==> src/rtl/mem_req_arbiter_pkg.sv <==
// Shared memory-side constants and client identifiers for the request arbiter.
package mem_pkg;

   function automatic int ceil_log2(input int value);
      int r;
      r = 0;
      while ((1 << r) < value) r++;
      return r;
   endfunction

   localparam int CPU_INST_BITS  = 32;
   localparam int CPU_ADDR_BITS  = 32;
   localparam int WORD_ADDR_BITS = CPU_ADDR_BITS - ceil_log2(CPU_INST_BITS / 8);

   localparam int CLIENT_ID_W = 1;
   typedef logic [CLIENT_ID_W-1:0] client_id_t;
   localparam client_id_t CLIENT_INST = 1'b0;
   localparam client_id_t CLIENT_DATA = 1'b1;

endpackage

==> src/rtl/mem_req_arbiter_if.sv <==
// Two client request/response ports plus the downstream memory port of the arbiter.
interface mem_req_arbiter_if #(
   parameter int CPU_WIDTH      = mem_pkg::CPU_INST_BITS,
   parameter int WORD_ADDR_BITS = mem_pkg::WORD_ADDR_BITS
);
   logic                      c0_req_val;
   logic                      c0_req_rdy;
   logic [WORD_ADDR_BITS-1:0] c0_req_addr;
   logic [CPU_WIDTH-1:0]      c0_req_data;
   logic [3:0]                c0_req_write;
   logic                      c0_resp_val;
   logic [CPU_WIDTH-1:0]      c0_resp_data;

   logic                      c1_req_val;
   logic                      c1_req_rdy;
   logic [WORD_ADDR_BITS-1:0] c1_req_addr;
   logic [CPU_WIDTH-1:0]      c1_req_data;
   logic [3:0]                c1_req_write;
   logic                      c1_resp_val;
   logic [CPU_WIDTH-1:0]      c1_resp_data;

   logic                      mem_req_val;
   logic                      mem_req_rdy;
   logic [WORD_ADDR_BITS-1:0] mem_req_addr;
   logic [CPU_WIDTH-1:0]      mem_req_data;
   logic [3:0]                mem_req_write;
   logic                      mem_resp_val;
   logic [CPU_WIDTH-1:0]      mem_resp_data;

   logic                      err_orphan;

   modport slave (
      input  c0_req_val, c0_req_addr, c0_req_data, c0_req_write,
      output c0_req_rdy, c0_resp_val, c0_resp_data,
      input  c1_req_val, c1_req_addr, c1_req_data, c1_req_write,
      output c1_req_rdy, c1_resp_val, c1_resp_data,
      output mem_req_val, mem_req_addr, mem_req_data, mem_req_write,
      input  mem_req_rdy, mem_resp_val, mem_resp_data,
      output err_orphan
   );

   modport master (
      output c0_req_val, c0_req_addr, c0_req_data, c0_req_write,
      input  c0_req_rdy, c0_resp_val, c0_resp_data,
      output c1_req_val, c1_req_addr, c1_req_data, c1_req_write,
      input  c1_req_rdy, c1_resp_val, c1_resp_data,
      input  mem_req_val, mem_req_addr, mem_req_data, mem_req_write,
      output mem_req_rdy, mem_resp_val, mem_resp_data,
      input  err_orphan
   );
endinterface

==> src/rtl/mem_req_arbiter_tag_fifo.sv <==
// Small FIFO of client IDs for outstanding reads; push and pop may coincide even when full.
module tag_fifo #(
   parameter int DEPTH = 4,
   parameter int WIDTH = 1
) (
   input  logic                       clk,
   input  logic                       reset,
   input  logic                       i_push,
   input  logic                       i_pop,
   input  logic [WIDTH-1:0]           i_din,
   output logic [WIDTH-1:0]           o_dout,
   output logic                       o_full,
   output logic                       o_empty,
   output logic [$clog2(DEPTH):0]     o_count
);
   localparam int PTR_W = $clog2(DEPTH);
   localparam int CNT_W = PTR_W + 1;

   logic [WIDTH-1:0] r_mem [DEPTH];
   logic [PTR_W-1:0] r_wr_ptr;
   logic [PTR_W-1:0] r_rd_ptr;
   logic [CNT_W-1:0] r_count;
   logic             w_do_push;
   logic             w_do_pop;

   assign o_full    = (r_count == CNT_W'(DEPTH));
   assign o_empty   = (r_count == '0);
   assign o_count   = r_count;
   assign o_dout    = r_mem[r_rd_ptr];
   assign w_do_pop  = i_pop && !o_empty;
   assign w_do_push = i_push && (!o_full || w_do_pop);

   always_ff @(posedge clk) begin
      if (reset) begin
         r_wr_ptr <= '0;
         r_rd_ptr <= '0;
         r_count  <= '0;
      end else begin
         if (w_do_push) begin
            r_mem[r_wr_ptr] <= i_din;
            r_wr_ptr        <= r_wr_ptr + 1'b1;
         end
         if (w_do_pop) r_rd_ptr <= r_rd_ptr + 1'b1;
         case ({w_do_push, w_do_pop})
            2'b10:   r_count <= r_count + 1'b1;
            2'b01:   r_count <= r_count - 1'b1;
            default: r_count <= r_count;
         endcase
      end
   end
endmodule

==> src/rtl/mem_req_arbiter.sv <==
// Round-robin arbiter of instruction/data clients onto one memory port; read responses
// are steered back by a FIFO of client tags recorded at request time.
module mem_req_arbiter
   import mem_pkg::*;
#(
   parameter int CPU_WIDTH      = CPU_INST_BITS,
   parameter int WORD_ADDR_BITS = mem_pkg::WORD_ADDR_BITS,
   parameter int TAG_DEPTH      = 4
) (
   input  logic              clk,
   input  logic              reset,
   mem_req_arbiter_if.slave  bus
);
   localparam int CNT_W = $clog2(TAG_DEPTH) + 1;

   logic [CNT_W-1:0]          w_count;
   logic                      w_full;
   logic                      w_empty;
   client_id_t                w_head;
   client_id_t                r_prio;
   logic                      r_err;

   logic                      w_can_push;
   logic                      w_cand0;
   logic                      w_cand1;
   logic                      w_req_val;
   client_id_t                w_sel;
   logic [WORD_ADDR_BITS-1:0] w_sel_addr;
   logic [CPU_WIDTH-1:0]      w_sel_data;
   logic [3:0]                w_sel_write;
   logic                      w_xfer;
   logic                      w_push;
   logic                      w_pop;

   // A pending response frees a slot in the same cycle, so a full FIFO can still take a read.
   always_comb begin
      w_can_push = !w_full || bus.mem_resp_val;
      w_cand0    = !reset && bus.c0_req_val && ((|bus.c0_req_write) || w_can_push);
      w_cand1    = !reset && bus.c1_req_val && ((|bus.c1_req_write) || w_can_push);
      if (w_cand0 && w_cand1) w_sel = r_prio;
      else if (w_cand1)       w_sel = CLIENT_DATA;
      else                    w_sel = CLIENT_INST;
      w_req_val = w_cand0 || w_cand1;
      if (w_sel == CLIENT_DATA) begin
         w_sel_addr  = bus.c1_req_addr;
         w_sel_data  = bus.c1_req_data;
         w_sel_write = bus.c1_req_write;
      end else begin
         w_sel_addr  = bus.c0_req_addr;
         w_sel_data  = bus.c0_req_data;
         w_sel_write = bus.c0_req_write;
      end
   end

   assign w_xfer = w_req_val && bus.mem_req_rdy;
   assign w_push = w_xfer && (w_sel_write == 4'h0);
   assign w_pop  = !reset && bus.mem_resp_val && !w_empty;

   assign bus.mem_req_val   = w_req_val;
   assign bus.mem_req_addr  = w_sel_addr;
   assign bus.mem_req_data  = w_sel_data;
   assign bus.mem_req_write = w_sel_write;
   assign bus.c0_req_rdy    = bus.mem_req_rdy && w_req_val && (w_sel == CLIENT_INST);
   assign bus.c1_req_rdy    = bus.mem_req_rdy && w_req_val && (w_sel == CLIENT_DATA);

   assign bus.c0_resp_val   = w_pop && (w_head == CLIENT_INST);
   assign bus.c1_resp_val   = w_pop && (w_head == CLIENT_DATA);
   assign bus.c0_resp_data  = bus.mem_resp_data;
   assign bus.c1_resp_data  = bus.mem_resp_data;
   assign bus.err_orphan    = r_err;

   always_ff @(posedge clk) begin
      if (reset) begin
         r_prio <= CLIENT_INST;
         r_err  <= 1'b0;
      end else begin
         if (w_xfer) r_prio <= ~w_sel;
         if (bus.mem_resp_val && w_empty) r_err <= 1'b1;
      end
   end

   tag_fifo #(
      .DEPTH (TAG_DEPTH),
      .WIDTH (CLIENT_ID_W)
   ) u_tag_fifo (
      .clk     (clk),
      .reset   (reset),
      .i_push  (w_push),
      .i_pop   (w_pop),
      .i_din   (w_sel),
      .o_dout  (w_head),
      .o_full  (w_full),
      .o_empty (w_empty),
      .o_count (w_count)
   );
endmodule

==> src/flat_wrapper.sv <==
// flat-port wrapper written by rule: the top's interface ports become plain ports
module mem_req_arbiter_flat import mem_pkg::*;
#(
   parameter int CPU_WIDTH      = CPU_INST_BITS,
   parameter int WORD_ADDR_BITS = mem_pkg::WORD_ADDR_BITS,
   parameter int TAG_DEPTH      = 4
)
  (clk, reset, bus_c0_req_val, bus_c0_req_addr, bus_c0_req_data, bus_c0_req_write, bus_c0_req_rdy, bus_c0_resp_val, bus_c0_resp_data, bus_c1_req_val, bus_c1_req_addr, bus_c1_req_data, bus_c1_req_write, bus_c1_req_rdy, bus_c1_resp_val, bus_c1_resp_data, bus_mem_req_val, bus_mem_req_addr, bus_mem_req_data, bus_mem_req_write, bus_mem_req_rdy, bus_mem_resp_val, bus_mem_resp_data, bus_err_orphan);
  mem_req_arbiter_if #(.CPU_WIDTH(CPU_WIDTH), .WORD_ADDR_BITS(WORD_ADDR_BITS)) bus_i ();
  input  logic clk;
  input  logic reset;
  input wire logic [$bits(bus_i.c0_req_val)-1:0] bus_c0_req_val;
  input wire logic [$bits(bus_i.c0_req_addr)-1:0] bus_c0_req_addr;
  input wire logic [$bits(bus_i.c0_req_data)-1:0] bus_c0_req_data;
  input wire logic [$bits(bus_i.c0_req_write)-1:0] bus_c0_req_write;
  output wire logic [$bits(bus_i.c0_req_rdy)-1:0] bus_c0_req_rdy;
  output wire logic [$bits(bus_i.c0_resp_val)-1:0] bus_c0_resp_val;
  output wire logic [$bits(bus_i.c0_resp_data)-1:0] bus_c0_resp_data;
  input wire logic [$bits(bus_i.c1_req_val)-1:0] bus_c1_req_val;
  input wire logic [$bits(bus_i.c1_req_addr)-1:0] bus_c1_req_addr;
  input wire logic [$bits(bus_i.c1_req_data)-1:0] bus_c1_req_data;
  input wire logic [$bits(bus_i.c1_req_write)-1:0] bus_c1_req_write;
  output wire logic [$bits(bus_i.c1_req_rdy)-1:0] bus_c1_req_rdy;
  output wire logic [$bits(bus_i.c1_resp_val)-1:0] bus_c1_resp_val;
  output wire logic [$bits(bus_i.c1_resp_data)-1:0] bus_c1_resp_data;
  output wire logic [$bits(bus_i.mem_req_val)-1:0] bus_mem_req_val;
  output wire logic [$bits(bus_i.mem_req_addr)-1:0] bus_mem_req_addr;
  output wire logic [$bits(bus_i.mem_req_data)-1:0] bus_mem_req_data;
  output wire logic [$bits(bus_i.mem_req_write)-1:0] bus_mem_req_write;
  input wire logic [$bits(bus_i.mem_req_rdy)-1:0] bus_mem_req_rdy;
  input wire logic [$bits(bus_i.mem_resp_val)-1:0] bus_mem_resp_val;
  input wire logic [$bits(bus_i.mem_resp_data)-1:0] bus_mem_resp_data;
  output wire logic [$bits(bus_i.err_orphan)-1:0] bus_err_orphan;
  assign bus_i.c0_req_val = bus_c0_req_val;
  assign bus_i.c0_req_addr = bus_c0_req_addr;
  assign bus_i.c0_req_data = bus_c0_req_data;
  assign bus_i.c0_req_write = bus_c0_req_write;
  assign bus_c0_req_rdy = bus_i.c0_req_rdy;
  assign bus_c0_resp_val = bus_i.c0_resp_val;
  assign bus_c0_resp_data = bus_i.c0_resp_data;
  assign bus_i.c1_req_val = bus_c1_req_val;
  assign bus_i.c1_req_addr = bus_c1_req_addr;
  assign bus_i.c1_req_data = bus_c1_req_data;
  assign bus_i.c1_req_write = bus_c1_req_write;
  assign bus_c1_req_rdy = bus_i.c1_req_rdy;
  assign bus_c1_resp_val = bus_i.c1_resp_val;
  assign bus_c1_resp_data = bus_i.c1_resp_data;
  assign bus_mem_req_val = bus_i.mem_req_val;
  assign bus_mem_req_addr = bus_i.mem_req_addr;
  assign bus_mem_req_data = bus_i.mem_req_data;
  assign bus_mem_req_write = bus_i.mem_req_write;
  assign bus_i.mem_req_rdy = bus_mem_req_rdy;
  assign bus_i.mem_resp_val = bus_mem_resp_val;
  assign bus_i.mem_resp_data = bus_mem_resp_data;
  assign bus_err_orphan = bus_i.err_orphan;
  mem_req_arbiter #(.CPU_WIDTH(CPU_WIDTH), .WORD_ADDR_BITS(WORD_ADDR_BITS), .TAG_DEPTH(TAG_DEPTH)) u_core (.clk(clk), .reset(reset), .bus(bus_i));
endmodule
==> config.mk <==
export PLATFORM = sky130hd
export DESIGN_NAME = mem_req_arbiter_flat
export DESIGN_NICKNAME = d
export VERILOG_FILES = /design/src/rtl/mem_req_arbiter_pkg.sv /design/src/rtl/mem_req_arbiter_if.sv /design/src/rtl/mem_req_arbiter_tag_fifo.sv /design/src/rtl/mem_req_arbiter.sv /design/src/flat_wrapper.sv
export SDC_FILE = /design/constraint.sdc
export NUM_CORES = 1
export LEC_CHECK = 0
export CORE_AREA = 2 2 117 119
export DETAILED_ROUTE_END_ITERATION = 6
export DIE_AREA = 0 0 119 121
export HOLD_SLACK_MARGIN = 0.05
export PLACE_DENSITY_LB_ADDON = 0.08
export SETUP_SLACK_MARGIN = 0.3
export SYNTH_ARGS = -nofsm -noshare
export SYNTH_HDL_FRONTEND = slang
export SYNTH_SLANG_ARGS = --single-unit
==> constraint.sdc <==
create_clock -name clk -period 4.4 [get_ports clk]
set_input_delay 0.88 -clock clk [delete_from_list [all_inputs] [get_ports clk]]
set_output_delay 0.88 -clock clk [all_outputs]
set_load 0.1 [all_outputs]
==> results.py, run 1 <==
metrics = {
    "placement": {
        "pre_cts_ws_ns": 0.197,
        "place_inst": 535,
        "io_buffers": 209,
        "placed_area_mm2": 0.00462,
        "dp_hpwl_um": 8840,
        "gp_congestion": 0.761,
    },
    "final_layout": {
        "drive_gt1_share_pct": 42.1,
        "most-common-layout-cells": "clkdlybuf4s50_1, buf_12, mux2_2",
        "final_core_util_pct": 36.1,
        "fin_cells": 542,
        "final_area_mm2": 0.00473,
        "final_common_cell": "clkdlybuf4s50_1",
        "fill_cells": 1289,
        "fin_nets": 543,
        "syn_to_final_growth_pct": 126,
        "antenna_cells": 0,
    },
    "min_path": {
        "hold_depth": 2,
        "min_path_type": "flip-flop to flip-flop",
        "hold_end": "u_core.bus.err_orphan$_SDFFE_PP0P_",
        "hold_path.startpoint": "u_core.bus.err_orphan$_SDFFE_PP0P_",
    },
    "logic_synthesis": {
        "ys_seq_elements": 15,
        "yosysTopAreaCell": "mux2_2",
        "synth_seq_area_share_pct": 16.3,
        "yosysUniqueCellTypes": 34,
        "synthCells": 218,
        "synth_top_cell_area_share_pct": 31.2,
        "syn_avg_cell_area_um2": 9.59,
        "synth_warnings": 0,
        "synthTopCellsByArea": "mux2_2, buf_4, dfxtp_1, edfxtp_1, mux2_4",
        "synth_nets": 394,
        "syn-cell-area_mm2": 0.00209,
    },
    "detailed_routing": {
        "routed_wirelength_um": 9830,
        "firstDrtPassIters": 4,
        "wl_per_cell_um": 18.1,
        "drt_iter0_drc": 87,
        "drtAntennaViolNets": 0,
        "num_vias": 2043,
        "via_per_inst": 3.77,
        "route.detailed.drc": 0,
    },
    "floorplanning": {
        "die_x_um": 119,
        "num_rows": 42,
        "pin_count": 306,
        "die_area_mm2": 0.0144,
        "core_mm2": 0.0131,
        "die_y_um": 121,
        "initial_utilization_pct": 16.0,
    },
    "global_route": {
        "grt_pass1_vias": 2264,
        "grt.overflow.total": 0,
        "grt_start_max_net_pins": 21,
        "grtUsageTotal_pct": 13.1,
        "antenna_found_initial": 0,
        "grt_pass1_wl_um": 14000,
    },
    "power": {
        "powerDensity_mw_per_mm2": 249,
        "power_mw": 1.18,
        "internal_power_uw": 628,
        "combPwrFrac_pct": 72.5,
        "power.share.switching_pct": 46.7,
        "pwr-share-clk_pct": 14.9,
        "p_switching_uw": 551,
        "vdd_drop_max_uv": 92.6,
        "p_leak_nw": 1.89,
        "seq_power_share_pct": 12.6,
    },
    "critical_path": {
        "worstReg2RegStart": "u_core.u_tag_fifo.o_count[0]$_SDFFE_PP0P_",
        "r2r_setup_slack_ns": 1.41,
        "cp_num_buf_inv": 3,
        "path_cells": "clkdlybuf4s50_1, or4_4, o21ai_2, o21bai_4, buf_12, mux2_2, buf_12",
        "path_max_fanout": 20,
        "cpPeakStageDelay_ns": 0.58,
        "worstSetupPathType": "input pin to output pin",
        "rr_worst_depth": 11,
        "required_ns": 3.52,
        "r2r_end": "u_core.u_tag_fifo.o_count[2]$_SDFFE_PP0P_",
        "path_delay_family": "buffers and inverters",
        "cpMostUsedCell": "buf_12",
        "worst-path-stages": 7,
        "slowest_stage": "or4_4",
        "cp-start-kind": "input pin",
        "crit_path_end_kind": "output pin",
        "cp.arrival_ns": 3.12,
    },
    "timing": {
        "maxSlewViolCount": 0,
        "finalWorstSetupSlack_ns": 0.398,
        "period_share_pct": 91.0,
        "relSlewSlack_pct": 35.7,
        "skew_ns": 0.00142,
        "rsz0062_at_grt": "false",
        "setup_viol": 0,
        "max_freq_ghz": 0.250,
        "tightestPinTransition_ns": 0.961,
        "finalSetupTns_ns": 0,
        "fin_hold_ws_ns": 0.462,
        "finalHoldViolCount": 0,
        "min_period_ns": 4.00,
    },
    "clock_network": {
        "clkSlewWorstSetupHoldPaths_ns": 0.05,
        "cts_sinks": 15,
        "cts_tree": "yes",
        "cts_max_path_buffers": 2,
        "cts_hold_buf": 0,
        "cts_buffers": 3,
        "ctsRootBufferMaster": "clkbuf_16",
        "cts_max_level": 1,
        "clock_latency_ns": 0.24,
    },
    "run": {
        "maxCapViolations": 0,
    },
    "outcome": {
        "status": "finished clean",
    },
}
==> power groups by stage <==
| stage | registers [mW] | clock network (mW) | logic, mW |
|---|---|---|---|
| 2_1_floorplan | 0.156 | 0 | 0.746 |
| 3_3_place_gp | 0.151 | 0 | 0.858 |
| 3_5_place_dp | 0.151 | 0 | 0.858 |
| 4_1_cts | 0.148 | 0.180 | 0.862 |
| 5_1_grt | 0.149 | 0.188 | 0.880 |
| 6_report | 0.148 | 0.176 | 0.855 |
==> routing by layer <==
layer	vias to the layer above	GRT usage (%)	part of all wire (%)
li1	982	-	-
met1	907	13.7	35
met2	148	24.2	53
met3	6	6.20	12
met4	0	2.46	0.89
met5	-	0	0
==> worst max path at each step <==
stage                                   start                   end  slack [ns]
after floorplan                         reset       bus_c0_resp_val        0.41
after global placement    bus_c1_req_write[0]   bus_mem_req_data[9]        0.21
after detailed placement  bus_c1_req_write[0]  bus_mem_req_addr[14]        0.20
after CTS                 bus_c1_req_write[0]  bus_mem_req_data[12]        0.31
after global routing      bus_c1_req_write[0]  bus_mem_req_addr[14]        0.34
final                     bus_c1_req_write[0]  bus_mem_req_addr[14]        0.40
==> worst reg2reg max path, delay by kind of cell (launching register included) <==
kind / cells / cell delay, ns
adders and majority gates: 2 / 0.55
AOI/OAI and AO/OA: 3 / 0.63
DFF: 1 / 0.35
buffers and inverters: 2 / 0.13
xor gates and xnor gates: 1 / 0.16
and+or+nand+nor: 3 / 1.11
==> cells in the mapped netlist <==
cell type / count
mux2_2: 58
mux4_2: 1
xnor2_1: 1
buf_4: 64
a21boi_0: 1
nor2b_1: 3
o31ai_1: 1
buf_2: 5
fa_1: 1
and3b_1: 1
o21bai_2: 1
and2_1: 3
edfxtp_1: 4
mux2_4: 8
o21ai_0: 2
inv_1: 7
nand2b_1: 3
nor3_1: 3
and3_1: 4
or4b_4: 1
clkbuf_1: 1
nand4_1: 1
nor2_1: 9
nand2_1: 2
a21oi_1: 3
a21boi_1: 1
xor2_1: 3
o21ai_2: 2
dfxtp_1: 11
or4_1: 2
buf_6: 2
ha_1: 5
nand3_1: 3
or3_1: 1
==> logic make-up after synthesis <==
| family | count (synthesis) | share of synthesized area [%] |
|---|---|---|
| muxes | 67 | 38.1 |
| AOI/OAI and AO/OA | 11 | 3.65 |
| buffers and inverters | 79 | 26.7 |
| DFF | 15 | 16.3 |
| adders and majority gates | 6 | 3.95 |
| and+or+nand+nor | 36 | 9.69 |
| xor gates and xnor gates | 4 | 1.68 |
==> layout make-up <==
type	instances	area (um2)	area share (%)
clock buffers	4	78.8	1.67
inverters	7	26.3	0.556
multi-input cells	124	1210	25.5
flip-flops and latches	15	340	7.20
well taps	176	220	4.66
repair buffers	216	2860	60.4
==> timing repair <==
| action | CTS | global route |
|---|---|---|
| pin swaps | 0 | 0 |
| setup endpoints to repair | 58 | 62 |
| buffers inserted | 2 | 1 |
| gates resized for setup | 0 | 1 |
No activity file was read; power rests on OpenSTA's default activity.
==> run 2, diff against run 1 <==
--- a/config.mk
+++ b/config.mk
@@ -5,9 +5,9 @@
 export SDC_FILE = /design/constraint.sdc
 export NUM_CORES = 1
 export LEC_CHECK = 0
-export CORE_AREA = 2 2 117 119
+export CORE_AREA = 3 3 118 120
 export DETAILED_ROUTE_END_ITERATION = 6
-export DIE_AREA = 0 0 119 121
+export DIE_AREA = 0 0 121 123
 export HOLD_SLACK_MARGIN = 0.05
 export PLACE_DENSITY_LB_ADDON = 0.08
 export SETUP_SLACK_MARGIN = 0.3
==> results.py, run 2 (synthesis results as in run 1) <==
metrics = {
    "outcome": {
        "status": "finished clean",
    },
    "global_route": {
        "grtUsageTotal_pct": 12.0,
        "grt_start_max_net_pins": 42,
        "grt_pass1_wl_um": 13400,
        "antenna_found_initial": 1,
        "grt_pass1_vias": 2159,
        "grt.overflow.total": 0,
    },
    "clock_network": {
        "cts_buffers": 3,
        "ctsRootBufferMaster": "clkbuf_16",
        "cts_max_path_buffers": 2,
        "cts_sinks": 15,
        "cts_tree": "yes",
        "clkSlewWorstSetupHoldPaths_ns": 0.05,
        "cts_setup_buffers": 0,
        "cts_max_level": 1,
        "cts_repair_resize_count": 0,
        "cts_hold_buf": 0,
        "clock_latency_ns": 0.25,
    },
    "final_layout": {
        "most-common-layout-cells": "clkdlybuf4s50_1, buf_12, mux2_2",
        "antenna_cells": 0,
        "fin_nets": 541,
        "drive_gt1_share_pct": 41.8,
        "regArea_um2": 340,
        "syn_to_final_growth_pct": 126,
        "multi_input_area_mm2": 0.00120,
        "final_common_cell": "clkdlybuf4s50_1",
        "fill_cells": 1297,
    },
    "min_path": {
        "min_path_type": "flip-flop to flip-flop",
    },
    "placement": {
        "dp_hpwl_um": 8650,
        "io_buffers": 209,
        "gp_congestion": 0.712,
    },
    "timing": {
        "tightestPinTransition_ns": 0.958,
        "setup_viol": 0,
        "min_period_ns": 4.00,
        "rsz0062_at_grt": "false",
        "period_share_pct": 91.0,
        "finalHoldViolCount": 0,
        "relSlewSlack_pct": 35.9,
        "skew_ns": 0.00324,
        "finalSetupTns_ns": 0,
        "maxSlewViolCount": 0,
        "max_freq_ghz": 0.250,
    },
    "detailed_routing": {
        "wirelength_met1_um": 3470,
        "drt_iter0_drc": 50,
        "via_per_inst": 3.74,
        "highest_layer": "met5",
        "firstDrtPassIters": 4,
        "route.detailed.drc": 0,
        "wl_met3_um": 1040,
        "drtAntennaViolNets": 0,
        "num_vias": 2020,
        "wl_per_cell_um": 18.4,
        "routed_wirelength_um": 9930,
        "route.met2.wl_um": 5380,
    },
    "power": {
        "internal_power_uw": 627,
        "combPwrFrac_pct": 72.1,
        "power_mw": 1.18,
        "p_switching_uw": 556,
        "p_leak_nw": 1.88,
        "power.share.switching_pct": 47.0,
        "powerDensity_mw_per_mm2": 251,
        "seq_power_share_pct": 12.5,
        "pwr-share-clk_pct": 15.3,
        "vdd_drop_max_uv": 112,
    },
    "critical_path": {
        "required_ns": 3.52,
        "cp-start-kind": "input pin",
        "worstSetupPathType": "input pin to output pin",
        "crit_path_end_kind": "output pin",
        "r2r_setup_slack_ns": 1.59,
        "path_delay_family": "buffers and inverters",
        "path_max_fanout": 20,
        "cp_num_buf_inv": 3,
        "slowest_stage": "or4_1",
        "cp.arrival_ns": 3.12,
        "path_cells": "clkdlybuf4s50_1, or4_1, o21ai_2, o21bai_4, clkbuf_16, mux2_2, buf_12",
        "cpPeakStageDelay_ns": 0.60,
    },
    "floorplanning": {
        "pin_count": 306,
        "core_mm2": 0.0131,
        "initial_utilization_pct": 16.0,
        "num_rows": 42,
        "die_y_um": 123,
        "die_x_um": 121,
        "die_area_mm2": 0.0149,
    },
    "run": {
        "maxCapViolations": 0,
    },
}
-- run 2: final cells by class --
class                   instances  area share [%]
clock buffers                   3            1.59
clock inverters                 1           0.159
inverters                       7           0.557
multi-input cells             124            25.5
flip-flops and latches         15            7.21
well taps                     176            4.67
repair buffers                214            60.3
-- run 2: per-layer routing --
metal	vias to the layer above	GRT usage [%]
li1	985	-
met1	885	13.2
met2	142	22.3
met3	6	5.22
met4	2	1.13
met5	-	0
-- run 2: worst min-delay path, cell delays in order, from the launching register on --
cell,delay (ns)
dfxtp_1,0.32
a21oi_1,0.04
nor2_1,0.07
-- run 2: through the flow --
stage | hold slack [ns] | area (um2) | cells | setup slack, ns | utilization, %
final | 0.469 | 4720 | 540 | 0.397 | 36.0
after global routing | 0.487 | 4720 | 540 | 0.321 | 36.0
after CTS | 0.479 | 4690 | 539 | 0.342 | 35.9
after detailed placement | 0.464 | 4610 | 535 | 0.344 | 35.2
after global placement | 0.455 | 4610 | 535 | 0.361 | 35.2
after floorplan | 0.480 | 2090 | 218 | 0.410 | -
-- run 2: final timing paths --
path	startpoint	endpoint	depth (start not counted)
setup / recovery	bus_c1_req_write[0]	bus_mem_req_addr[8]	7
hold / removal	u_core.bus.err_orphan$_SDFFE_PP0P_	u_core.bus.err_orphan$_SDFFE_PP0P_	2
setup reg to reg	u_core.u_tag_fifo.o_count[0]$_SDFFE_PP0P_	u_core.u_tag_fifo.o_count[2]$_SDFFE_PP0P_	11
hold reg to reg	u_core.bus.err_orphan$_SDFFE_PP0P_	u_core.bus.err_orphan$_SDFFE_PP0P_	2
-- run 2: power by group through the flow --
stage	clock, mW	combinational (mW)	sequential [mW]
finish	0.182	0.853	0.148
floorplan	0	0.746	0.156
detailed placement	0	0.856	0.151
global placement	0	0.856	0.151
global route	0.193	0.878	0.148
CTS	0.187	0.858	0.148
